===== config.mk =====
export PLATFORM = sky130hd
export DESIGN_NAME = instr_encoder
export DESIGN_NICKNAME = d
export VERILOG_FILES = /design/src/rtl/instr_encoder.sv
export SDC_FILE = /design/constraint.sdc
export NUM_CORES = 1
export LEC_CHECK = 0
export BUFFER_PORTS_ARGS = -buffer_cell sky130_fd_sc_hd__buf_2
export CAP_MARGIN = 10
export CORE_MARGIN = 4
export CORE_UTILIZATION = 58
export DETAILED_ROUTE_END_ITERATION = 7
export GPL_TIMING_DRIVEN = 0
export PLACE_DENSITY_LB_ADDON = 0.15
export SLEW_MARGIN = 25
export SYNTH_ARGS = -nofsm -noshare
export SYNTH_HDL_FRONTEND = slang
export SYNTH_SLANG_ARGS = --single-unit

===== constraint.sdc =====
create_clock -name clk -period 8.9 [get_ports clk]
set_input_delay 0.89 -clock clk [delete_from_list [all_inputs] [get_ports clk]]
set_output_delay 0.89 -clock clk [all_outputs]
set_load 0.01 [all_outputs]

===== src/rtl/instr_encoder.sv =====
// -----------------------------------------------------------------------------
// instr_encoder
// Packs RISC-V RV32I field bundles (the inverse of the instruction decoder)
// into 32-bit instruction words. Each word is queued in a small output FIFO
// and streamed to the instruction-memory write port. The write address
// auto-increments by 4 on every word taken.
//
// Ports
//   clk, reset           rising-edge clock, asynchronous active-high reset
//   in_valid / in_ready  field-bundle handshake (in_ready = FIFO not full)
//   instrType            1=U 2=J 3=B 4=I 5=S 6=R; 0 and 7 are illegal
//   op, rd, rs1, rs2,
//   funct3, funct7, imm  instruction fields, imm in decoder (byte-offset) form
//   out_valid/out_ready  word handshake towards IMEM (out_valid = FIFO not empty)
//   out_addr, out_instr  write address and encoded word at the FIFO head
//   addr_clr             synchronous reload of the address counter to BASE_ADDR
//   err, err_cnt         sticky drop flag and saturating drop count
//
// Optional feature: define ENC_RANGE_CHECK_EN to also reject bundles whose
// immediate does not fit the selected format. Without it, out-of-range
// immediates are silently truncated to the format's bits.
// -----------------------------------------------------------------------------
module instr_encoder #(
    parameter int                 FIFO_DEPTH = 2,
    parameter int                 ADDR_W     = 32,
    parameter logic [ADDR_W-1:0]  BASE_ADDR  = {ADDR_W{1'b0}}
) (
    input  logic              clk,
    input  logic              reset,
    input  logic              in_valid,
    output logic              in_ready,
    input  logic [2:0]        instrType,
    input  logic [6:0]        op,
    input  logic [4:0]        rd,
    input  logic [4:0]        rs1,
    input  logic [4:0]        rs2,
    input  logic [2:0]        funct3,
    input  logic [6:0]        funct7,
    input  logic [31:0]       imm,
    output logic              out_valid,
    input  logic              out_ready,
    output logic [ADDR_W-1:0] out_addr,
    output logic [31:0]       out_instr,
    input  logic              addr_clr,
    output logic              err,
    output logic [7:0]        err_cnt
);

    localparam int PTR_W = (FIFO_DEPTH > 1) ? $clog2(FIFO_DEPTH) : 1;
    localparam int CNT_W = PTR_W + 1;

    // Encode one bundle; bits a format does not use are ignored.
    function automatic logic [31:0] encode_word(
        input logic [2:0]  t,
        input logic [6:0]  o,
        input logic [4:0]  d,
        input logic [4:0]  s1,
        input logic [4:0]  s2,
        input logic [2:0]  f3,
        input logic [6:0]  f7,
        input logic [31:0] v
    );
        logic [31:0] w;
        case (t)
            3'd1:    w = {v[31:12], d, o};
            3'd2:    w = {v[20], v[10:1], v[11], v[19:12], d, o};
            3'd3:    w = {v[12], v[10:5], s2, s1, f3, v[4:1], v[11], o};
            3'd4:    w = {v[11:0], s1, f3, d, o};
            3'd5:    w = {v[11:5], s2, s1, f3, v[4:0], o};
            3'd6:    w = {f7, s2, s1, f3, d, o};
            default: w = 32'h0000_0000;
        endcase
        return w;
    endfunction

    // A bundle is legal when its type is 1..6 and, with range checks
    // compiled in, the immediate is representable in the format.
    function automatic logic bundle_legal(
        input logic [2:0]  t,
        input logic [31:0] v
    );
        logic ok;
        case (t)
`ifdef ENC_RANGE_CHECK_EN
            3'd1:    ok = (v[11:0] == 12'h000);
            3'd2:    ok = (v[31:20] == {12{v[20]}}) && (v[0] == 1'b0);
            3'd3:    ok = (v[31:12] == {20{v[12]}}) && (v[0] == 1'b0);
            3'd4:    ok = (v[31:11] == {21{v[11]}});
            3'd5:    ok = (v[31:11] == {21{v[11]}});
            3'd6:    ok = 1'b1;
`else
            3'd1, 3'd2, 3'd3, 3'd4, 3'd5, 3'd6: ok = 1'b1;
`endif
            default: ok = 1'b0;
        endcase
        return ok;
    endfunction

    logic [31:0]       fifo_q [FIFO_DEPTH];
    logic [PTR_W-1:0]  wr_ptr_q, wr_ptr_d;
    logic [PTR_W-1:0]  rd_ptr_q, rd_ptr_d;
    logic [CNT_W-1:0]  count_q, count_d;
    logic [ADDR_W-1:0] addr_q, addr_d;
    logic              err_q, err_d;
    logic [7:0]        err_cnt_q, err_cnt_d;

    logic              full_s, empty_s, accept_s, legal_s, push_s, pop_s;
    logic [31:0]       word_s;

    assign full_s   = (count_q == CNT_W'(FIFO_DEPTH));
    assign empty_s  = (count_q == CNT_W'(0));
    assign accept_s = in_valid & ~full_s;
    assign legal_s  = bundle_legal(instrType, imm);
    assign word_s   = encode_word(instrType, op, rd, rs1, rs2, funct3, funct7, imm);
    // Illegal bundles still complete the handshake; they just never enter the FIFO.
    assign push_s   = accept_s & legal_s;
    assign pop_s    = ~empty_s & out_ready;

    assign in_ready  = ~full_s;
    assign out_valid = ~empty_s;
    assign out_addr  = addr_q;
    assign out_instr = fifo_q[rd_ptr_q];
    assign err       = err_q;
    assign err_cnt   = err_cnt_q;

    // Next-state for FIFO pointers/occupancy, address counter and error tracking.
    always_comb begin
        wr_ptr_d  = wr_ptr_q;
        rd_ptr_d  = rd_ptr_q;
        count_d   = count_q;
        addr_d    = addr_q;
        err_d     = err_q;
        err_cnt_d = err_cnt_q;

        if (push_s) begin
            wr_ptr_d = wr_ptr_q + PTR_W'(1);
        end else begin
            wr_ptr_d = wr_ptr_q;
        end

        if (pop_s) begin
            rd_ptr_d = rd_ptr_q + PTR_W'(1);
        end else begin
            rd_ptr_d = rd_ptr_q;
        end

        case ({push_s, pop_s})
            2'b10:   count_d = count_q + CNT_W'(1);
            2'b01:   count_d = count_q - CNT_W'(1);
            default: count_d = count_q;
        endcase

        // A reload request wins over the post-pop increment.
        if (addr_clr) begin
            addr_d = BASE_ADDR;
        end else if (pop_s) begin
            addr_d = addr_q + ADDR_W'(32'd4);
        end else begin
            addr_d = addr_q;
        end

        if (accept_s && !legal_s) begin
            err_d = 1'b1;
            if (err_cnt_q != 8'hFF) begin
                err_cnt_d = err_cnt_q + 8'd1;
            end else begin
                err_cnt_d = err_cnt_q;
            end
        end else begin
            err_d     = err_q;
            err_cnt_d = err_cnt_q;
        end
    end

    // Control/status state registers.
    always_ff @(posedge clk or posedge reset) begin
        if (reset) begin
            wr_ptr_q  <= {PTR_W{1'b0}};
            rd_ptr_q  <= {PTR_W{1'b0}};
            count_q   <= {CNT_W{1'b0}};
            addr_q    <= BASE_ADDR;
            err_q     <= 1'b0;
            err_cnt_q <= 8'h00;
        end else begin
            wr_ptr_q  <= wr_ptr_d;
            rd_ptr_q  <= rd_ptr_d;
            count_q   <= count_d;
            addr_q    <= addr_d;
            err_q     <= err_d;
            err_cnt_q <= err_cnt_d;
        end
    end

    // FIFO storage; cleared on reset so out_instr reads zero afterwards.
    always_ff @(posedge clk or posedge reset) begin
        if (reset) begin
            for (int i = 0; i < FIFO_DEPTH; i++) begin
                fifo_q[i] <= 32'h0000_0000;
            end
        end else if (push_s) begin
            fifo_q[wr_ptr_q] <= word_s;
        end
    end

endmodule

# Word-level counts from Yosys, hierarchy flattened
# Cells that the tools add are included.
[totals]
in_bits = 72
elab_cells = 53
register_bits = 109
output_inout_bits = 75
[classes]
eq_ne = 10
n_bitwise = 7
n_reduce_logical = 8
magnitude_cmp = 3
n_mux = 11
add_sub_neg = 6
[op_table]
columns = ["operator", "n"]
rows = [
  ["$mux 32", 6],
  ["$pmux 32 s6", 1],
  ["$bwmux 64", 1],
  ["$add 32x3->32 const B", 1],
  ["$demux 32 s1", 1],
  ["$eq 3x3->1 const B", 3],
  ["$add 8x1->8 const B", 1],
  ["$ne 8x8->1 const B", 1],
  ["$eq 3x2->1 const B", 2],
  ["$reduce_or 6->1", 1],
  ["$eq 2x2->1 const B", 2],
  ["$ge 2x2->1 const B", 2],
  ["$not 1->2", 2],
  ["$pmux 2 s2", 1],
  ["$reduce_bool 2->1", 2],
  ["$and 1x1->1", 3],
  ["$eq 3x1->1 const B", 1],
  ["$add 1x1->1 const B", 2],
  ["$add 2x1->2 const B", 1],
  ["$eq 2x1->1 const B", 1],
  ["$logic_and 1x1->1", 2],
  ["$logic_not 2->1", 1],
  ["$lt 2x1->1 const B", 1],
  ["$not 1->1", 2],
  ["4 further kinds", 4],
]

# Depth between registers and ports, before layout
[depth]
word_depth = 6
mapped_depth = 6
mapped_depth_nobuf = 6

# Worst setup path after synthesis
# OpenSTA, ideal clock, no wires.
[synth_path]
path_kind = "register to output"
startpoint = "reg rd_ptr_q"
endpoint = "out out_instr[22]"
slack_ns = 6.747
t_required_ns = 8.010
stages_incl_launch_ff = 4
n_path_buf = 2
arrival_ns = 1.263
cell_sequence = "dfrtp_1 -> clkbuf_1 -> clkbuf_1 -> mux2_2"
[synth_between]
elab_chain_cells = 4
[synth_rtl]
columns = ["element", "line", "text"]
rows = [
  ["start, declared", "101", "logic [PTR_W-1:0] rd_ptr_q, rd_ptr_d;"],
  ["start signal, assigned", "179", "rd_ptr_q <= {PTR_W{1'b0}};"],
  ["start signal, assigned", "186", "rd_ptr_q <= rd_ptr_d;"],
  ["$not 1->2 (implied by the code)", "122", "assign out_instr = fifo_q[rd_ptr_q];"],
  ["$mux 32 (implied by the code) (3 in a row)", "122", ""],
  ["end, declared", "43", "output logic [31:0] out_instr,"],
]
# Every way passes these cells. The select of a mux whose other input is x is not followed.

# Worst setup path after layout
[layout_path]
startpoint = "reg rd_ptr_q"
endpoint = "out out_instr[20]"
# Same word-level chain as after synthesis.

==> summary.txt <==
Layout
  – Nets@finish: 791
  – Final Util: 0.709
  – Area grow syn2layout: 19.5%
  – Final instance area: 0.00690 sq mm
  – Layout cells sized above 1: 0.356
  – ANT cells: 0

Setup path
  – Startpoint type of the worst setup path: flop
  – R2R setup slack: 6.88 ns
  – Reg2reg path depth: 6
  – CP Cell Sequence: clkbuf_1, clkbuf_1, mux2_2, buf_2
  – FF-to-FF End: out_addr[20]$_DFFE_PP0N_
  – Worst reg2reg startpoint: out_addr[2]$_DFFE_PP0N_
  – CP max stage cell: clkbuf_1
  – CP Depth: 4
  – Crit. End Element: output port
  – CP required: 8.01 ns
  – Crit path max-delay family: buffers and inverters
  – Worst-path fanout max: 10
  – CP Buf/Inv Count: 3
  – Kind of critical path: reg -> out
  – CP Data Arrival Time: 2.14 ns
  – CP max stage delay: 0.56 ns
  – Cell mode on critical path: clkbuf_1

Synthesis
  – Post-synth EDFFs: 0
  – Area leader, netlist: dfrtp_1
  – Synthesis warning total: 0
  – Post-synthesis cell type count: 59
  – #FFs+latches synth: 107
  – Netlist Area Pre-Place: 0.00578 sq mm
  – Most used flip-flop cell after synthesis: dfrtp_1
  – Seq/Total Area, Yosys: 0.464
  – Synth area leaders: dfrtp_1 46%, mux2_2 12%, nand2_1 5.0%
  – Gate Count Post-Synth: 560
  – Top cell type's share of synthesized area: 0.464
  – Avg Inst Size Synth: 10.3 sq um
  – Ys async rst share: 1.00

Status
  – Status: completed

Die
  – IO Count: 147
  – Die Y: 108 um
  – Initial core utilization: 0.594
  – FP Rows: 36
  – Core area: 0.00973 sq mm
  – Chip width: 108 um
  – Die area: 0.0116 sq mm

GRT
  – Total GRT Usage: 0.266
  – Vias in the first global route: 4995
  – GRT Residual Overflow: 0
  – Initial antenna violation count: 0
  – First-pass GRT wire length: 24.6 mm
  – Largest net degree at the start of global routing: 64

Clock network
  – Clk buf depth: 2
  – CTS Hold Bufs: 0
  – CTS buffer count: 9
  – CTS resizes: 0
  – CTS Sinks: 107
  – Clock root cell: clkbuf_8
  – Post-CTS setup buffer count: 0
  – Clock latency on the worst-skew pair: 0.36 ns
  – CTS tree: built
  – Clock-pin slew on the worst setup and hold paths: 0.10 ns
  – H-Tree Depth: 3

Timing
  – Slew Viols, Final: 0
  – Final Setup Violations: 0
  – Hold Vio Cnt, Final: 0
  – Max-slew headroom: 0.557
  – Clock Skews: 0.00648 ns
  – Worst-Margin Slew: 0.664 ns
  – Setup_tns: 0 ns
  – Unrepaired setup endpoints after global routing: no
  – Final cycle utilization of the critical path: 0.340
  – Tmin final: 3.03 ns
  – Fmax: 330 MHz

Detailed routing
  – DR vias: 5118
  – Starting DRT DRC Count: 341
  – Vias/cell: 5.99
  – Pre-antenna DRT Iters: 5
  – Residual DRC: 0
  – Drt total wl: 15.3 mm
  – ANT nets after route: 0
  – Drt wl/cell: 18.0 um

Placement
  – Buffers on Ports: 143
  – Final Wtd Congestion: 0.909
  – Hpwl dp: 11.4 mm
  – Total placed instance area: 0.00669 sq mm

Hold path
  – Worst hold-check path type: reg -> reg
  – Hold Crit Start: err$_DFFE_PP0P_
  – Min-Delay Endpoint: err$_DFFE_PP0P_
  – Hold depth: 1

Power
  – Pwr dens: 253 mW/mm^2
  – Peak VDD IR: 193 uV
  – Pleak: 0.00326 uW

Job
  – Max-Cap Viols: 0
-- state kept, by name (all words and copies together) (netlist names) --
name      cells
out_addr     30
err           1
count_q       2
rd_ptr_q      1
err_cnt       8
fifo_q       64
wr_ptr_q      1
-- synth_stat cells, types with 3 or more instances --
library cell	n
dfrtp_1	107
nand2_1	77
mux2_2	61
o21ai_0	41
a21oi_1	24
o21ai_1	21
clkbuf_1	17
buf_2	16
a221oi_1	14
nor2_1	13
a221o_1	12
nand3_1	12
o31ai_1	12
or4_1	12
xor2_1	12
or3_1	11
a21o_1	9
inv_1	9
nand4_1	7
xnor2_1	6
a222oi_1	5
mux2i_1	5
a22o_1	4
and3_1	3
ha_1	3
nor3_1	3
-- metal layers --
layer | global-route usage | share of wire | vias to the layer above
met5 | 0 | 0 | -
met3 | 0.0522 | 0.090 | 28
li1 | - | - | 2384
met4 | 0.0812 | 0.021 | 0
met2 | 0.422 | 0.46 | 237
met1 | 0.370 | 0.43 | 2469
-- power breakdown --
part           switching [uW]  total [uW]  internal (uW)  leakage (uW)
combinational             365         694            330       0.00179
sequential               94.4         739            645       0.00138
clock                     171         311            140     0.0000955
-- worst reg2reg max path, delay by kind of cell (launching register included) --
| family | cells | cell delay, ns |
|---|---|---|
| AOI/OAI and AO/OA | 2 | 0.39 |
| adders and majority gates | 1 | 0.18 |
| buffers and inverters | 1 | 0.27 |
| DFF | 1 | 0.41 |
| and+or+nand+nor | 2 | 0.69 |
-- area by class of cell --
cell class / instances / area (sq um)
clock inverter: 6 / 70.1
sequential: 107 / 2680
buffer: 41 / 216
multi-input combinational: 403 / 2850
fill: 773 / 2830
tap: 133 / 166
inverter: 10 / 42.5
clock buffer: 10 / 138
timing repair buffer: 144 / 743
-- stage by stage --
step	instances	hold slack (ns)	power [uW]	worst slack, ns
after floorplan	561	0.444	1190	5.19
after detailed placement	838	0.460	1440	6.28
final	854	0.478	1740	5.87
after CTS	854	0.488	1750	5.88
after global routing	854	0.509	1860	5.75
after global placement	837	0.444	1410	4.12
-- worst max-delay path by stage --
| stage | end | startpoint | slack (ns) |
|---|---|---|---|
| floorplan | count_q[0]$_DFFE_PP0P_ | reset | 5.19 |
| global placement | fifo_q[13]$_DFFE_PP0P_ | reset | 4.12 |
| detailed placement | fifo_q[40]$_DFFE_PP0P_ | instrType[2] | 6.28 |
| CTS | out_instr[20] | rd_ptr_q$_DFFE_PP0P_ | 5.88 |
| global route | out_instr[20] | rd_ptr_q$_DFFE_PP0P_ | 5.75 |
| finish | out_instr[20] | rd_ptr_q$_DFFE_PP0P_ | 5.87 |
-- cells by family after synthesis --
logic type	share of synthesized area
compound gates	0.190
simple gates	0.136
flops	0.464
mux	0.131
buf+inv	0.0440
xor+xnor	0.0273
fa+ha+maj	0.00650
other cells	0.000649
-- cells in the final DEF, fill, tap and decap left out, types with 3 or more instances in the layout --
master and instances:
mux2_2 61, clkbuf_8 10, buf_2 159, a22o_1 4, inv_1 8, or4_1 12
a21oi_1 24, a222oi_1 5, o21ai_1 21, nand2_1 77, o21ai_0 41, xor2_1 12
mux2i_1 5, or3_1 11, dfrtp_1 107, nor3_1 3, a221o_1 12, o31ai_1 12
inv_6 3, a221oi_1 14, nor2_1 13, ha_1 3, and3_1 3, clkinvlp_4 3
a21o_1 9, xnor2_1 6, nand4_1 7, clkbuf_1 17, nand3_1 12
Power figures use the tool's default switching activity.
